--- src/rtl/key_event_uart_reporter.sv ---
// key_event_uart_reporter
// Debounces N_KEYS raw buttons and turns press events (and, with
// RELEASE_EVT_EN defined, release events) into tagged bytes. The bytes are
// queued in a small FIFO and sent on an 8N1 UART TX line.
// Event byte: bit7 = press(1)/release(0), bits6:4 = event count before
// increment, bits3:0 = key index.
// Optional feature macro: RELEASE_EVT_EN (undefined: presses only).
module key_event_uart_reporter #(
    parameter int N_KEYS     = 2,
    parameter int ACTIVE_LOW = 1,
    parameter int DEB_CYCLES = 540000,
    parameter int COUNT_W    = 2,
    parameter int FIFO_DEPTH = 8,
    parameter int CLK_HZ     = 27000000,
    parameter int BAUD       = 115200
) (
    input  logic               clk,
    input  logic               rst,
    input  logic [N_KEYS-1:0]  key_in,
    output logic [N_KEYS-1:0]  key_level,
    output logic [COUNT_W-1:0] count,
    output logic               uart_tx,
    output logic               busy,
    output logic               fifo_full,
    output logic               overflow
);

    localparam int BIT_CYCLES = CLK_HZ / BAUD;
    localparam int DEB_W      = $clog2(DEB_CYCLES);
    localparam int BIT_W      = $clog2(BIT_CYCLES);
    localparam int PTR_W      = $clog2(FIFO_DEPTH);

    localparam logic [DEB_W-1:0]  DEB_MAX  = DEB_W'(DEB_CYCLES - 1);
    localparam logic [BIT_W-1:0]  BIT_MAX  = BIT_W'(BIT_CYCLES - 1);
    localparam logic [PTR_W:0]    OCC_FULL = (PTR_W + 1)'(FIFO_DEPTH);
    // Synchroniser reset value is the raw "released" level, so a key held
    // through reset is seen as a fresh press once reset is released.
    localparam logic [N_KEYS-1:0] RAW_IDLE = (ACTIVE_LOW != 0) ? {N_KEYS{1'b1}} : {N_KEYS{1'b0}};

    typedef enum logic [1:0] {
        S_IDLE,
        S_START,
        S_DATA,
        S_STOP
    } uart_state_t;

    // ------------------------------------------------------------------
    // Input synchronisation and debounce
    // ------------------------------------------------------------------
    logic [N_KEYS-1:0] sync_q1;
    logic [N_KEYS-1:0] sync_q2;
    logic [N_KEYS-1:0] key_sync;
    logic [DEB_W-1:0]  deb_cnt [N_KEYS];
    logic [N_KEYS-1:0] deb_accept;
    logic [N_KEYS-1:0] press_edge;

    // Two-flop synchroniser per key
    always_ff @(posedge clk) begin
        if (rst) begin
            sync_q1 <= RAW_IDLE;
            sync_q2 <= RAW_IDLE;
        end else begin
            sync_q1 <= key_in;
            sync_q2 <= sync_q1;
        end
    end

    // Polarity normalisation and debounce acceptance (1 = pressed)
    always_comb begin
        deb_accept = '0;
        key_sync   = (ACTIVE_LOW != 0) ? ~sync_q2 : sync_q2;
        for (int unsigned i = 0; i < N_KEYS; i++) begin
            deb_accept[i] = (key_sync[i] != key_level[i]) && (deb_cnt[i] == DEB_MAX);
        end
        press_edge = deb_accept & key_sync;
    end

    // Debounce counters and accepted key level
    always_ff @(posedge clk) begin
        if (rst) begin
            key_level <= '0;
            for (int unsigned i = 0; i < N_KEYS; i++) begin
                deb_cnt[i] <= '0;
            end
        end else begin
            for (int unsigned i = 0; i < N_KEYS; i++) begin
                if ((key_sync[i] == key_level[i]) || deb_accept[i]) begin
                    deb_cnt[i] <= '0;
                end else begin
                    deb_cnt[i] <= deb_cnt[i] + 1'b1;
                end
            end
            key_level <= key_level ^ deb_accept;
        end
    end

    // ------------------------------------------------------------------
    // Pending event flags and arbiter
    // ------------------------------------------------------------------
    logic [N_KEYS-1:0] pend_press;
    logic [N_KEYS-1:0] serve_press;
    logic              ev_valid;
    logic              ev_press;
    logic [3:0]        ev_key;
    logic [2:0]        cnt_tag;
    logic [7:0]        ev_byte;

`ifdef RELEASE_EVT_EN
    logic [N_KEYS-1:0] pend_release;
    logic [N_KEYS-1:0] serve_release;
    logic [N_KEYS-1:0] release_edge;

    // Release edges, only present when release events are enabled
    always_comb begin
        release_edge = deb_accept & ~key_sync;
    end

    // Pending release flags: served flag clears, a new edge sets/merges
    always_ff @(posedge clk) begin
        if (rst) begin
            pend_release <= '0;
        end else begin
            pend_release <= (pend_release & ~serve_release) | release_edge;
        end
    end
`endif

    // Pending press flags: served flag clears, a new edge sets/merges
    always_ff @(posedge clk) begin
        if (rst) begin
            pend_press <= '0;
        end else begin
            pend_press <= (pend_press & ~serve_press) | press_edge;
        end
    end

    // Lowest-index pending event wins; press beats release on the same key
    always_comb begin
        ev_valid    = 1'b0;
        ev_press    = 1'b1;
        ev_key      = '0;
        serve_press = '0;
`ifdef RELEASE_EVT_EN
        serve_release = '0;
`endif
        for (int unsigned i = 0; i < N_KEYS; i++) begin
            if (!ev_valid) begin
                if (pend_press[i]) begin
                    ev_valid       = 1'b1;
                    ev_press       = 1'b1;
                    ev_key         = 4'(i);
                    serve_press[i] = 1'b1;
                end
`ifdef RELEASE_EVT_EN
                else if (pend_release[i]) begin
                    ev_valid         = 1'b1;
                    ev_press         = 1'b0;
                    ev_key           = 4'(i);
                    serve_release[i] = 1'b1;
                end
`endif
            end
        end
    end

    if (COUNT_W >= 3) begin : g_tag_trunc
        assign cnt_tag = count[2:0];
    end else begin : g_tag_ext
        assign cnt_tag = 3'(count);
    end

    assign ev_byte = {ev_press, cnt_tag, ev_key};

    // ------------------------------------------------------------------
    // Event FIFO
    // ------------------------------------------------------------------
    uart_state_t      state;
    uart_state_t      state_nxt;
    logic [7:0]       fifo_mem [FIFO_DEPTH];
    logic [PTR_W-1:0] wr_ptr;
    logic [PTR_W-1:0] rd_ptr;
    logic [PTR_W:0]   fifo_occ;
    logic             fifo_empty;
    logic             push;
    logic             pop;
    logic             drop;

    // FIFO status and push/pop/drop decisions; a pop frees the slot a
    // same-cycle push needs, so a full FIFO still accepts in that case
    always_comb begin
        fifo_empty = (fifo_occ == '0);
        fifo_full  = (fifo_occ == OCC_FULL);
        pop        = (state == S_IDLE) && !fifo_empty;
        push       = ev_valid && (!fifo_full || pop);
        drop       = ev_valid && !push;
    end

    // FIFO storage write port
    always_ff @(posedge clk) begin
        if (push) begin
            fifo_mem[wr_ptr] <= ev_byte;
        end
    end

    // FIFO pointers and occupancy
    always_ff @(posedge clk) begin
        if (rst) begin
            wr_ptr   <= '0;
            rd_ptr   <= '0;
            fifo_occ <= '0;
        end else begin
            if (push) begin
                wr_ptr <= wr_ptr + 1'b1;
            end
            if (pop) begin
                rd_ptr <= rd_ptr + 1'b1;
            end
            case ({push, pop})
                2'b10:   fifo_occ <= fifo_occ + 1'b1;
                2'b01:   fifo_occ <= fifo_occ - 1'b1;
                default: fifo_occ <= fifo_occ;
            endcase
        end
    end

    // Event counter and sticky overflow flag
    always_ff @(posedge clk) begin
        if (rst) begin
            count    <= '0;
            overflow <= 1'b0;
        end else begin
            if (push) begin
                count <= count + 1'b1;
            end
            if (drop) begin
                overflow <= 1'b1;
            end
        end
    end

    // ------------------------------------------------------------------
    // UART transmitter
    // ------------------------------------------------------------------
    logic [BIT_W-1:0] bit_cnt;
    logic [2:0]       bit_idx;
    logic [7:0]       shreg;
    logic             bit_tick;

    // UART state register
    always_ff @(posedge clk) begin
        if (rst) begin
            state <= S_IDLE;
        end else begin
            state <= state_nxt;
        end
    end

    // UART next-state logic
    always_comb begin
        state_nxt = state;
        bit_tick  = (bit_cnt == BIT_MAX);
        case (state)
            S_IDLE:  if (!fifo_empty) state_nxt = S_START;
            S_START: if (bit_tick) state_nxt = S_DATA;
            S_DATA:  if (bit_tick && (bit_idx == 3'd7)) state_nxt = S_STOP;
            S_STOP:  if (bit_tick) state_nxt = S_IDLE;
            default: state_nxt = S_IDLE;
        endcase
    end

    // UART outputs
    always_comb begin
        case (state)
            S_START: uart_tx = 1'b0;
            S_DATA:  uart_tx = shreg[0];
            default: uart_tx = 1'b1;
        endcase
        busy = (state != S_IDLE) || !fifo_empty;
    end

    // Bit timer, bit index and shift register
    always_ff @(posedge clk) begin
        if (rst) begin
            bit_cnt <= '0;
            bit_idx <= '0;
            shreg   <= '0;
        end else begin
            if ((state == S_IDLE) || bit_tick) begin
                bit_cnt <= '0;
            end else begin
                bit_cnt <= bit_cnt + 1'b1;
            end
            if (pop) begin
                shreg <= fifo_mem[rd_ptr];
            end else if ((state == S_DATA) && bit_tick) begin
                shreg <= {1'b0, shreg[7:1]};
            end
            if (state != S_DATA) begin
                bit_idx <= '0;
            end else if (bit_tick) begin
                bit_idx <= bit_idx + 1'b1;
            end
        end
    end

endmodule
--- config.mk ---
export PLATFORM = sky130hd
export DESIGN_NAME = key_event_uart_reporter
export DESIGN_NICKNAME = d
export VERILOG_FILES = /design/src/rtl/key_event_uart_reporter.sv
export SDC_FILE = /design/constraint.sdc
export NUM_CORES = 1
export LEC_CHECK = 0
export ABC_AREA = 1
export CORE_MARGIN = 2
export CORE_UTILIZATION = 53
export DETAILED_ROUTE_END_ITERATION = 16
export PLACE_DENSITY = 0.7
export SYNTH_ARGS = -nofsm -noshare
export SYNTH_HDL_FRONTEND = slang
export SYNTH_SLANG_ARGS = --single-unit
--- constraint.sdc ---
create_clock -name clk -period 2.6 [get_ports clk]
set_input_delay 0.65 -clock clk [delete_from_list [all_inputs] [get_ports clk]]
set_output_delay 0.65 -clock clk [all_outputs]
set_load 0.005 [all_outputs]
==> results of run 1 <==
[synth_stat cells]
cell type  count
a21oi_1       51
or2_0          4
conb_1         1
o21ai_0       25
buf_4          1
xor2_1         6
buf_6          3
or3_1          1
dfxtp_1       45
clkbuf_1       2
buf_2          5
inv_2          5
a31oi_1        1
nor3_1        10
edfxtp_1      64
nand2_1      136
a21oi_2        2
nor2_2        11
inv_1         68
nor2_1       111
xnor2_1        6
nand2_2        9
nand3_2        2
or2_1          1
o21ai_1        2
nand3b_1       7
nand3_1       53
ha_1          14
a21boi_1       1
nand4_1       15
nor3_2         2
nor3b_1        2
nor2_4         3
or2_2          8
fa_1           1
inv_4          1
[worst paths after layout]
| path | end | depth (start not counted) | from |
|---|---|---|---|
| worst max-delay path | uart_tx | 4 | state[0]$_SDFFE_PP0P_ |
| worst min-delay path | sync_q2[1]$_SDFF_PP1_ | 1 | sync_q1[1]$_SDFF_PP1_ |
| worst max register to register | fifo_occ[3]$_SDFFE_PP0P_ | 13 | state[1]$_SDFFE_PP0P_ |
| worst min register to register | sync_q2[1]$_SDFF_PP1_ | 1 | sync_q1[1]$_SDFF_PP1_ |
[worst register-to-register path, cell delays in order (launching register included)]
cell and delay (ns):
dfxtp_1 0.40, inv_1 0.09, ha_1 0.21, inv_1 0.15
a21oi_2 0.06, nand2_2 0.16, inv_1 0.09, ha_1 0.33
a21oi_1 0.16, nand2_1 0.09, nand3_1 0.07, nand2_1 0.06
a21oi_1 0.13, nor2_1 0.06
[state kept, by name (all words and copies together), names as in the netlist, 3 cells and up, named ones only]
register and cells:
bit_idx 3, fifo_occ 4, shreg 8, bit_cnt 8
wr_ptr 3, fifo_mem 24, deb_cnt 40, rd_ptr 3
[metrics by stage]
step / util (%) / power (W) / area [sq um] / setup WS (ns)
after floorplan: - / 0.002834 / 5739 / 0.6828
after global placement: 58.22 / 0.003026 / 5983 / 0.4008
after detailed placement: 58.22 / 0.003066 / 5983 / 0.3702
after CTS: 60.21 / 0.004134 / 6188 / 0.06213
after global routing: 60.23 / 0.004374 / 6190 / 0.01842
final: 60.23 / 0.004100 / 6190 / 0.1320
[timing repair]
item / 4_1_cts / 5_1_grt
endpoints found under the setup margin: 0 / 1
hold buffers: 0 / 0
gates resized for setup: 0 / 1
hold endpoints to repair: 0 / 0
[kinds of logic (layout without fill, tap and decap cells)]
group	after synthesis	in the layout
AOI/OAI and AO/OA	82	82
xor gates and xnor gates	12	12
adders and majority gates	15	15
buffers and inverters	85	106
DFF	109	109
other	1	40
and+or+nand+nor	375	375
[power groups by stage]
stage / clock [W] / sequential, W / combinational [W]
6_report: 0.00106 / 0.00207 / 0.000966
2_1_floorplan: 0 / 0.00205 / 0.000779
3_5_place_dp: 0 / 0.00211 / 0.000958
3_3_place_gp: 0 / 0.00210 / 0.000924
5_1_grt: 0.00116 / 0.00210 / 0.00112
4_1_cts: 0.00110 / 0.00207 / 0.000967
[per-layer routing]
layer	share of wire [%]	track usage (%)	wire length, um
met2	47	33.94	4917
met3	4.0	3.769	423
met4	1.3	6.401	133
met1	48	26.65	5009
met5	0	0	0
[area by class of cell]
type / count / area, sq um / share of cell area [%]
timing repair buffer: 16 / 147.6 / 2.385
clock inverter: 6 / 56.30 / 0.9096
inverter: 74 / 280.3 / 4.528
multi-input combinational: 524 / 2562 / 41.40
sequential: 109 / 2824 / 45.62
tap: 136 / 170.2 / 2.749
clock buffer: 10 / 148.9 / 2.406
==> flow_metrics.tcl, run 1 <==
set metrics [dict create \
    p_clk_share_pct 25.9 \
    overflow 0 \
    drv_cap 0 \
    post-route-period-util_pct 94.92 \
    routed_wl_mm 10.48 \
    die_y_um 106.7 \
    synth_top_family_by_area "simple AND/OR/NAND/NOR gates" \
    muxShareOfSynthArea_pct 0 \
    grt_max_degree 21 \
    end_kind "primary output" \
    seq_area_frac_synth_pct 50.47 \
    grt_pass1_wl_mm 18.58 \
    wl_per_cell_um 11.98 \
    ys_types 36 \
    timing.hold.ws_ns 0.4179 \
    critPathMaxStageDelay_ns 0.53 \
    cts_buffers 9 \
    yosys.area_share.adder_pct 3.490 \
    first_iter_violations 214 \
    via_count 4427 \
    die_w_um 106.7 \
    clock.fmax_ghz 0.4052 \
    fin_crit_ns 2.468 \
    placed_cells 859 \
    h-tree-depth 3 \
    comb_power_share_pct 23.6 \
    crit_buf_inv 2 \
    ys_ff_latch 109 \
    min_path_type "reg2reg" \
    grt_usage_pct 20.25 \
    relSlewSlack_pct 59.48 \
    drc 0 \
    worst_path_max_delay_cell "clkdlybuf4s50_1" \
    powerDensity_mw_per_mm2 662.4 \
    clk_latency_ns 0.38 \
    synth_cells 679 \
    postCtsSetupBuffers 0 \
    postSynthAreaPerCell_sq_um 8.237 \
    setup_tns_ns 0 \
    yosysTopAreaCellShare_pct 34.36 \
    irDropWorstVdd_mv 0.3498 \
    rows 37 \
    coreArea_sq_mm 0.01028 \
    ant_nets 0 \
    syn2layout_area_growth_pct 10.67 \
    cp_top_family "buffers and inverters" \
    drtPass1Iterations 5 \
    synth.top_cells.by_area "edfxtp_1, dfxtp_1, nand2_1" \
    cts_tree "done" \
    path_class "reg2out" \
    yosys.area_share.simple_pct 30.22 \
    seq_power_share_pct 50.5 \
    viasPerCell 5.059 \
    synth_warnings 0 \
    final_common_cell "nand2_1" \
    rsz0062_at_grt "no" \
    final_layout_size_suffix_gt1_share_pct 8.796 \
    slew_viol_final 0 \
    cts_sinks 109 \
    dieArea_sq_mm 0.01139 \
    grt_pass1_vias 4182 \
    antenna_found_initial 0 \
    io_pins 12 \
    start_util_pct 54.42 \
    placement.io_buffers 11 \
    critical_path_arrival_ns 1.82 \
    cts_root_buf "clkbuf_8" \
    path_clk_slew_ns 0.11 \
    power.static_leakage_nw 2.380 \
    cts.path.max_buffers 2 \
    net-switching-power_w 0.001352 \
    status "finished clean" \
    path_max_fanout 6 \
    dp_hpwl_mm 7.815 \
    final_cell_mix "nand2_1, nor2_1, inv_1, edfxtp_1, nand3_1" \
    p_int_w 0.002747 \
    swShare_pct 32.99 \
    hold_viol 0 \
    setup_viol 0 \
    tightest_slew_ns 0.6055 \
    fill_cells 945 \
    finClkSkew_ns 0.01165 \
    place.gp.congestion 0.9001 \
    critPathRequiredTime_ns 1.95 \
    layout.cells.non_filler 875 \
    n_antenna_cell 0 \
    path_cells "inv_1 > ha_1 > o21ai_0 > clkdlybuf4s50_1" \
    synth.largest_area_cell "edfxtp_1" \
    reg2reg_slack_ns 0.45 \
    crit_path_start_kind "register" \
    fin_nets 753 \
    synth-compound-area-share_pct 7.539 \
    synth_xor_area_share_pct 1.879 \
    synth_area_sq_mm 0.005593 \
]
No activity file was read; power rests on OpenSTA's default activity.
==> run 2, diff against run 1 <==
MAX_ROUTING_LAYER = met4   (was default)
==> run 2 against run 1 <==
Count of clock-buffer cells in the layout decreased by 1. Clock power rose by 6%. Sequential share of layout area decreased by 0.17 points. Final cell count is the same. Critical path type unchanged. Critical endpoint unchanged.
==> flow_metrics.tcl, run 2 (synthesis gave the netlist of run 1 again) <==
set metrics [dict create \
    hold_viol 0 \
    drv_cap 0 \
    reg2reg_depth 13 \
    overflow 0 \
    io_pins 12 \
    critPathLaunch "state[0]$_SDFFE_PP0P_" \
    post_cts_resize_count 0 \
    reg2reg_slack_ns 0.41 \
    first_iter_violations 204 \
    start_util_pct 54.42 \
    drtPass1Iterations 4 \
    powerDensity_mw_per_mm2 669.8 \
    cts_root_buf "clkbuf_8" \
    n_antenna_cell 0 \
    min_delay_path_depth 1 \
    final_layout_size_suffix_gt1_share_pct 8.660 \
    die_w_um 106.7 \
    drc 0 \
    dieArea_sq_mm 0.01139 \
    cts.path.max_buffers 2 \
    met3_wirelength_um 327 \
    wl_met1_mm 5.111 \
    largest_reg_flops 40 \
    slew_viol_final 0 \
    placed_cells 859 \
    path_class "reg2out" \
    irDropWorstVdd_mv 0.4154 \
    grt_pass1_wl_mm 19.03 \
    routed_wl_mm 10.54 \
    wl_per_cell_um 12.05 \
    rsz0062_at_grt "no" \
    final_util_pct 60.42 \
    regMostFlops "deb_cnt" \
    layout.cells.non_filler 875 \
    hold_buffers 0 \
    post-route-period-util_pct 95.76 \
    final_common_cell "nand2_1" \
    tightest_slew_ns 0.6134 \
    crit_path_start_kind "register" \
    syn2layout_area_growth_pct 11.03 \
    top_layer "met4" \
    rr_startpoint "state[0]$_SDFFE_PP0P_" \
    viasPerCell 5.040 \
    grt_pass1_vias 4262 \
    grt_max_degree 22 \
    final_cell_mix "nand2_1, nor2_1, inv_1, edfxtp_1, nand3_1" \
    status "finished clean" \
    finClkSkew_ns 0.006768 \
    via_count 4410 \
    h-tree-depth 3 \
    postCtsSetupBuffers 0 \
    end_kind "primary output" \
    die_y_um 106.7 \
    grt_usage_pct 21.22 \
    placement.io_buffers 11 \
    dp_hpwl_mm 7.870 \
    power.static_leakage_nw 2.385 \
    fin_nets 753 \
    min_path_type "reg2reg" \
    fin_crit_ns 2.490 \
    met2_length_mm 4.926 \
    antenna_found_initial 0 \
    setup_viol 0 \
    path_max_fanout 6 \
    ant_nets 0 \
    largestRegisters "deb_cnt: 40 flops, fifo_mem: 24 flops" \
    place.gp.congestion 0.8871 \
    critical_path_arrival_ns 1.84 \
    clk_latency_ns 0.38 \
    relSlewSlack_pct 58.95 \
    path_clk_slew_ns 0.11 \
    cts_sinks 109 \
    clock.fmax_ghz 0.4017 \
    cts_tree "done" \
    critPathRequiredTime_ns 1.95 \
    holdCritStartpoint "sync_q1[1]$_SDFF_PP1_" \
    fill_cells 967 \
    cts_buffers 9 \
    rows 37 \
    worst_slack_ns 0.1104 \
    coreArea_sq_mm 0.01028 \
    preCtsSetupSlack_ns 0.3564 \
    timing.hold.ws_ns 0.4198 \
    setup_tns_ns 0 \
]
==> run 2: area by class of cell <==
class	instances	area, sq um	share of cell area (%)
Clock buffer	9	123.9	1.995
Timing Repair Buffer	16	147.6	2.378
Sequential cell	109	2823	45.46
Tap cell	136	170.2	2.740
Clock inverter	7	102.6	1.652
Inverter	74	280.3	4.513
Multi-Input combinational cell	524	2562	41.27
==> run 2: metrics by stage <==
step | total power (W) | cell area, sq um
detailed placement | 0.003073 | 5983
floorplan | 0.002834 | 5739
global placement | 0.003022 | 5983
finish | 0.004159 | 6210
CTS | 0.004194 | 6210
global route | 0.004441 | 6210
==> run 2: worst paths after layout <==
path / end
max: uart_tx
min: sync_q2[1]$_SDFF_PP1_
max reg2reg: fifo_occ[3]$_SDFFE_PP0P_
min reg2reg: sync_q2[1]$_SDFF_PP1_
==> run 2: metal layers <==
layer	vias to the layer above	track usage, %
li1	2306	-
met1	2020	27.62
met2	68	34.08
met3	16	2.979
met4	0	7.885
met5	-	-
==> run 2: worst max-delay path: stages (launching register included) <==
cell	delay [ns]
dfxtp_1	0.41
inv_1	0.08
ha_1	0.27
o21ai_0	0.18
clkdlybuf4s50_1	0.52
==> run 2: power by group <==
group / internal [W] / switching (W) / total [W] / leakage (nW)
clock: 0.000480 / 0.000637 / 0.00112 / 0.113
sequential: 0.00194 / 0.000132 / 0.00207 / 0.995
combinational: 0.000378 / 0.000593 / 0.000970 / 1.28
total: 0.00280 / 0.00136 / 0.00416 / 2.38
